--- src/rtl/div_unit.sv ---
// div_unit: iterative restoring radix-2 divider for DIV/DIVU/REM/REMU, one quotient bit per cycle.
// Define DIV_EARLY_OUT_EN to retire |dividend| < |divisor| in a single cycle.
module div_unit #(
    parameter int unsigned XLEN = 32
) (
    input  logic            clk,
    input  logic            rst_n,
    input  logic            flush,
    input  logic            req_valid,
    output logic            req_ready,
    input  logic [1:0]      req_op,
    input  logic [XLEN-1:0] req_a,
    input  logic [XLEN-1:0] req_b,
    output logic            resp_valid,
    input  logic            resp_ready,
    output logic [XLEN-1:0] resp_result
);

    localparam int unsigned CW = $clog2(XLEN);
    localparam logic [CW-1:0] LAST = CW'(XLEN - 1);

    typedef enum logic [1:0] {IDLE, CALC, DONE} state_t;

    state_t          state;
    logic [XLEN-1:0] divisor;
    logic [XLEN-1:0] rem;
    logic [XLEN-1:0] quo;
    logic [CW-1:0]   cnt;
    logic            op_rem;
    logic            neg_q;
    logic            neg_r;

    // Request decode, used only on the accept edge
    logic            req_signed;
    logic            req_is_rem;
    logic [XLEN-1:0] abs_a;
    logic [XLEN-1:0] abs_b;
    logic            div_zero;
    logic            ovf;
    logic            early;
    logic            fast;
    logic [XLEN-1:0] fast_val;

    always_comb begin
        req_signed = ~req_op[0];
        req_is_rem = req_op[1];
        abs_a      = (req_signed && req_a[XLEN-1]) ? -req_a : req_a;
        abs_b      = (req_signed && req_b[XLEN-1]) ? -req_b : req_b;
        div_zero   = (req_b == '0);
        ovf        = req_signed && (req_a == {1'b1, {(XLEN-1){1'b0}}}) && (req_b == '1);
`ifdef DIV_EARLY_OUT_EN
        early      = (abs_a < abs_b);
`else
        early      = 1'b0;
`endif
        fast       = div_zero || ovf || early;
        if (div_zero) begin
            fast_val = req_is_rem ? req_a : '1;
        end else if (ovf) begin
            fast_val = req_is_rem ? '0 : {1'b1, {(XLEN-1){1'b0}}};
        end else begin
            fast_val = req_is_rem ? req_a : '0;
        end
    end

    // One restoring step; rem < divisor keeps the shifted value below 2*divisor,
    // so bit XLEN of the difference is a reliable borrow.
    logic [XLEN:0]   rem_sh;
    logic [XLEN:0]   diff;
    logic            step_ge;
    logic [XLEN-1:0] rem_nx;
    logic [XLEN-1:0] quo_nx;
    logic [XLEN-1:0] q_fin;
    logic [XLEN-1:0] r_fin;

    always_comb begin
        rem_sh  = {rem, quo[XLEN-1]};
        diff    = rem_sh - {1'b0, divisor};
        step_ge = ~diff[XLEN];
        rem_nx  = step_ge ? diff[XLEN-1:0] : rem_sh[XLEN-1:0];
        quo_nx  = {quo[XLEN-2:0], step_ge};
        q_fin   = neg_q ? -quo_nx : quo_nx;
        r_fin   = neg_r ? -rem_nx : rem_nx;
    end

    assign req_ready = (state == IDLE);

    always_ff @(posedge clk or negedge rst_n) begin
        if (!rst_n) begin
            state       <= IDLE;
            divisor     <= '0;
            rem         <= '0;
            quo         <= '0;
            cnt         <= '0;
            op_rem      <= 1'b0;
            neg_q       <= 1'b0;
            neg_r       <= 1'b0;
            resp_valid  <= 1'b0;
            resp_result <= '0;
        end else if (flush) begin
            state       <= IDLE;
            resp_valid  <= 1'b0;
            resp_result <= '0;
        end else begin
            case (state)
                IDLE: begin
                    if (req_valid) begin
                        op_rem  <= req_is_rem;
                        neg_q   <= req_signed && (req_a[XLEN-1] ^ req_b[XLEN-1]);
                        neg_r   <= req_signed && req_a[XLEN-1];
                        divisor <= abs_b;
                        quo     <= abs_a;
                        rem     <= '0;
                        cnt     <= '0;
                        if (fast) begin
                            state       <= DONE;
                            resp_valid  <= 1'b1;
                            resp_result <= fast_val;
                        end else begin
                            state <= CALC;
                        end
                    end
                end
                CALC: begin
                    rem <= rem_nx;
                    quo <= quo_nx;
                    cnt <= cnt + 1'b1;
                    if (cnt == LAST) begin
                        state       <= DONE;
                        resp_valid  <= 1'b1;
                        resp_result <= op_rem ? r_fin : q_fin;
                    end
                end
                DONE: begin
                    if (resp_ready) begin
                        state       <= IDLE;
                        resp_valid  <= 1'b0;
                        resp_result <= '0;
                    end
                end
                default: state <= IDLE;
            endcase
        end
    end

endmodule

--- config.mk ---
export PLATFORM = sky130hd
export DESIGN_NAME = div_unit
export DESIGN_NICKNAME = d
export VERILOG_FILES = /design/src/rtl/div_unit.sv
export SDC_FILE = /design/constraint.sdc
export NUM_CORES = 1
export LEC_CHECK = 0
export ABC_AREA = 1
export CAP_MARGIN = 40
export CORE_ASPECT_RATIO = 0.75
export CORE_MARGIN = 1.5
export CORE_UTILIZATION = 50
export DETAILED_ROUTE_END_ITERATION = 10
export PLACE_DENSITY = 0.77
export SYNTH_ARGS = -nofsm -noshare
export SYNTH_HDL_FRONTEND = slang
export SYNTH_SLANG_ARGS = --single-unit
--- constraint.sdc ---
create_clock -name clk -period 8.95 [get_ports clk]
set_input_delay 2.2375 -clock clk [delete_from_list [all_inputs] [get_ports clk]]
set_output_delay 2.2375 -clock clk [all_outputs]
set_load 0.005 [all_outputs]
==> reports/summary.txt <==
Met2 Use GR = 46.5%
Syn_area_per_cell = 6.16 um^2
Placer Congestion = 0.961
Post-synthesis compound-gate area fraction = 15.2%
Yosys reg bits = 139
WS Path Type = reg -> reg
Setup WS post-layout = 3.33 ns
Final #Nets = 2,252
Vias in the first global route = 12,842
CTS tree = yes
IO buf count = 104
CTS Sinks = 139
Syn nets = 2,180
Leading cell type in the layout, fill and taps excluded = nand2_1
Clk_lat worst skew = 0.45 ns
Grt peak-use layer = met1
Final Setup Violations = 0
XOR/XNOR share of the synthesized area = 4.81%
Register area share after synthesis = 27.3%
DRT antenna net count = 0
Vias = 14,084
Post-synth EDFFs = 0
Core area = 25,000 um^2
Post-Synth Adder-Cell Area = 4.28%
Horiz. Die Dim = 187 um
Initial core utilization = 51.0%
Status = completed
Die Y-Extent = 141 um
First-pass GRT wire length = 67.8 mm
Clk_skew = 0.0127 ns
CTS Buf Count = 17
Worst hold margin = 0.479 ns
Min cycle time layout = 5.62 ns
Post-cts sizing count = 0
Global route overflow = 0
Yosys cell types = 55
Largest net degree at the start of global routing = 73
Worst Setup End Kind = flip-flop
Setup TNS = 0 ns
Worst slack at placement = 2.95 ns
Ys async rst share = 100%
DRT Pass-1 Iters = 6
Setup bufs post-CTS = 0
CTS Hold Bufs = 0
Antenna cell count = 0
Area Overhead vs Synth = 15.3%
Detailed Place HPWL = 32.4 mm
Initial DRC Count = 1,857
Cell family with most CP delay = simple AND/OR/NAND/NOR gates
Worst Path Required = 9.29 ns
Final Hold Vio Count = 0
Htree depth = 4
Worst path most repeated cell = nand2_1
Clk buf depth = 2
Met1 usage = 48.3%
CP max stage delay = 0.48 ns
Worst Setup Start Kind = flip-flop
Root buffer cell = clkbuf_16
Total of max-cap violations = 0
Total GRT Usage = 32.3%
Crit-path slowest cell = fa_1
Layout fillers = 2,390
Drt total wl = 42.3 mm
Commonest non-fill, non-tap cells in the layout = 681 x nand2_1, 286 x inv_1, 192 x nor2_1
Max frequency = 0.178 GHz
Unrepaired setup endpoints after global routing = no
Layout cell share with drive strength beyond 1 = 4.47%
Worst-Margin Slew = 0.920 ns
Die area = 26,400 um^2
Row count = 50
Min-delay worst type = reg -> reg
Synth Area in Simple Gates = 36.9%
Fin util = 58.8%
Wire length per cell = 17.0 um
Main synth FF type = dfrtp_1
Slew Limit Fails = 0
I/O pins = 105
Synthesized cell area = 12,700 um^2
Crit path arrival time = 5.96 ns
Residual DRC count = 0
Yosys Warn Count = 0
Mux cell area share after synthesis = 0.0786%
Main combinational cell family by area after synthesis = simple AND/OR/NAND/NOR gates
Met3 Use GR = 7.09%
Initial antenna violation count = 1
Vias per cell = 5.66
Tcrit/Tclk final = 62.8%
Cells after Synth = 2,066
Worst Path Buf+Inv = 2
Relative slew slack = 38.4%
Clock transition at path regs = 0.06 ns
Crit-path max FO = 32
[tightest hold or removal path, stage by stage, from the launching register on]
cell,delay (ns)
dfrtp_1,0.34
nand2_1,0.05
nand2_1,0.05
[Yosys cell counts (17+ instances only)]
cell / count / area share, %
xor2_1: 51 / 3.5
o21ai_0: 121 / 4.8
xnor2_1: 19 / 1.3
ha_1: 42 / 4.1
nor3_1: 31 / 1.2
a21oi_1: 88 / 3.5
dfrtp_1: 139 / 27
nand4_1: 24 / 1.2
o22ai_1: 32 / 1.6
o221ai_1: 32 / 2.2
nor2_1: 192 / 5.7
clkbuf_1: 46 / 1.4
nand2_1: 682 / 20
nand3_1: 125 / 4.9
nand2_2: 17 / 0.84
inv_1: 286 / 8.4
[through the flow]
stage	instance area [um^2]	instances
after floorplan	12700	2066
after global placement	13900	2450
after detailed placement	14100	2456
after CTS	14700	2487
after global routing	14700	2488
final	14700	2488
[path summary, 6_finish.rpt]
kind	slack (ns)	startpoint	end	depth (start not counted)
max	3.33	divisor[0]	resp_result[24]	30
min	0.48	resp_result[23]	resp_result[23]	2
max reg2reg	3.33	divisor[0]	resp_result[24]	30
min reg2reg	0.48	resp_result[23]	resp_result[23]	2
max in group asynchronous	6.16	rst_n	divisor[10]	3
min in group asynchronous	1.82	rst_n	quo[2]	1
[sequential cells by signal, indices dropped and copies added (netlist names)]
register and cells:
cnt 5, neg_q 1, resp_result 32, quo 32, resp_valid 1, state 2, divisor 32, op_rem 1
neg_r 1, rem 32
[logic make-up (layout without fill, tap and decap cells)]
kind of cell / count (synthesis) / after routing
XOR/XNOR: 70 / 70
AO/OA/AOI/OAI: 328 / 328
multiplexers: 1 / 1
AND/OR/NAND/NOR: 1123 / 1123
buffers and inverters: 362 / 446
adder cells (fa/ha/maj): 43 / 43
flip-flops: 139 / 139
[metal layers]
metal	vias to the layer above	wire length [um]
met3	64	4580
met1	6541	19500
li1	6805	-
met4	0	865
met5	-	0
met2	674	17400
[final cells by class]
cell class / instances / area [um^2] / share of cell area, %
Multi-Input combinational cell: 1565 / 7810 / 53.2
Inverter: 290 / 1090 / 7.41
Sequential cell: 139 / 3480 / 23.7
Clock inverter: 5 / 82.6 / 0.562
Clock buffer: 26 / 499 / 3.40
Tap cell: 338 / 423 / 2.88
Timing Repair Buffer: 125 / 1310 / 8.90
Power is left out: the tool's default activity adds up to more than one toggle a clock period on the data nets, which glitch-free logic cannot reach.
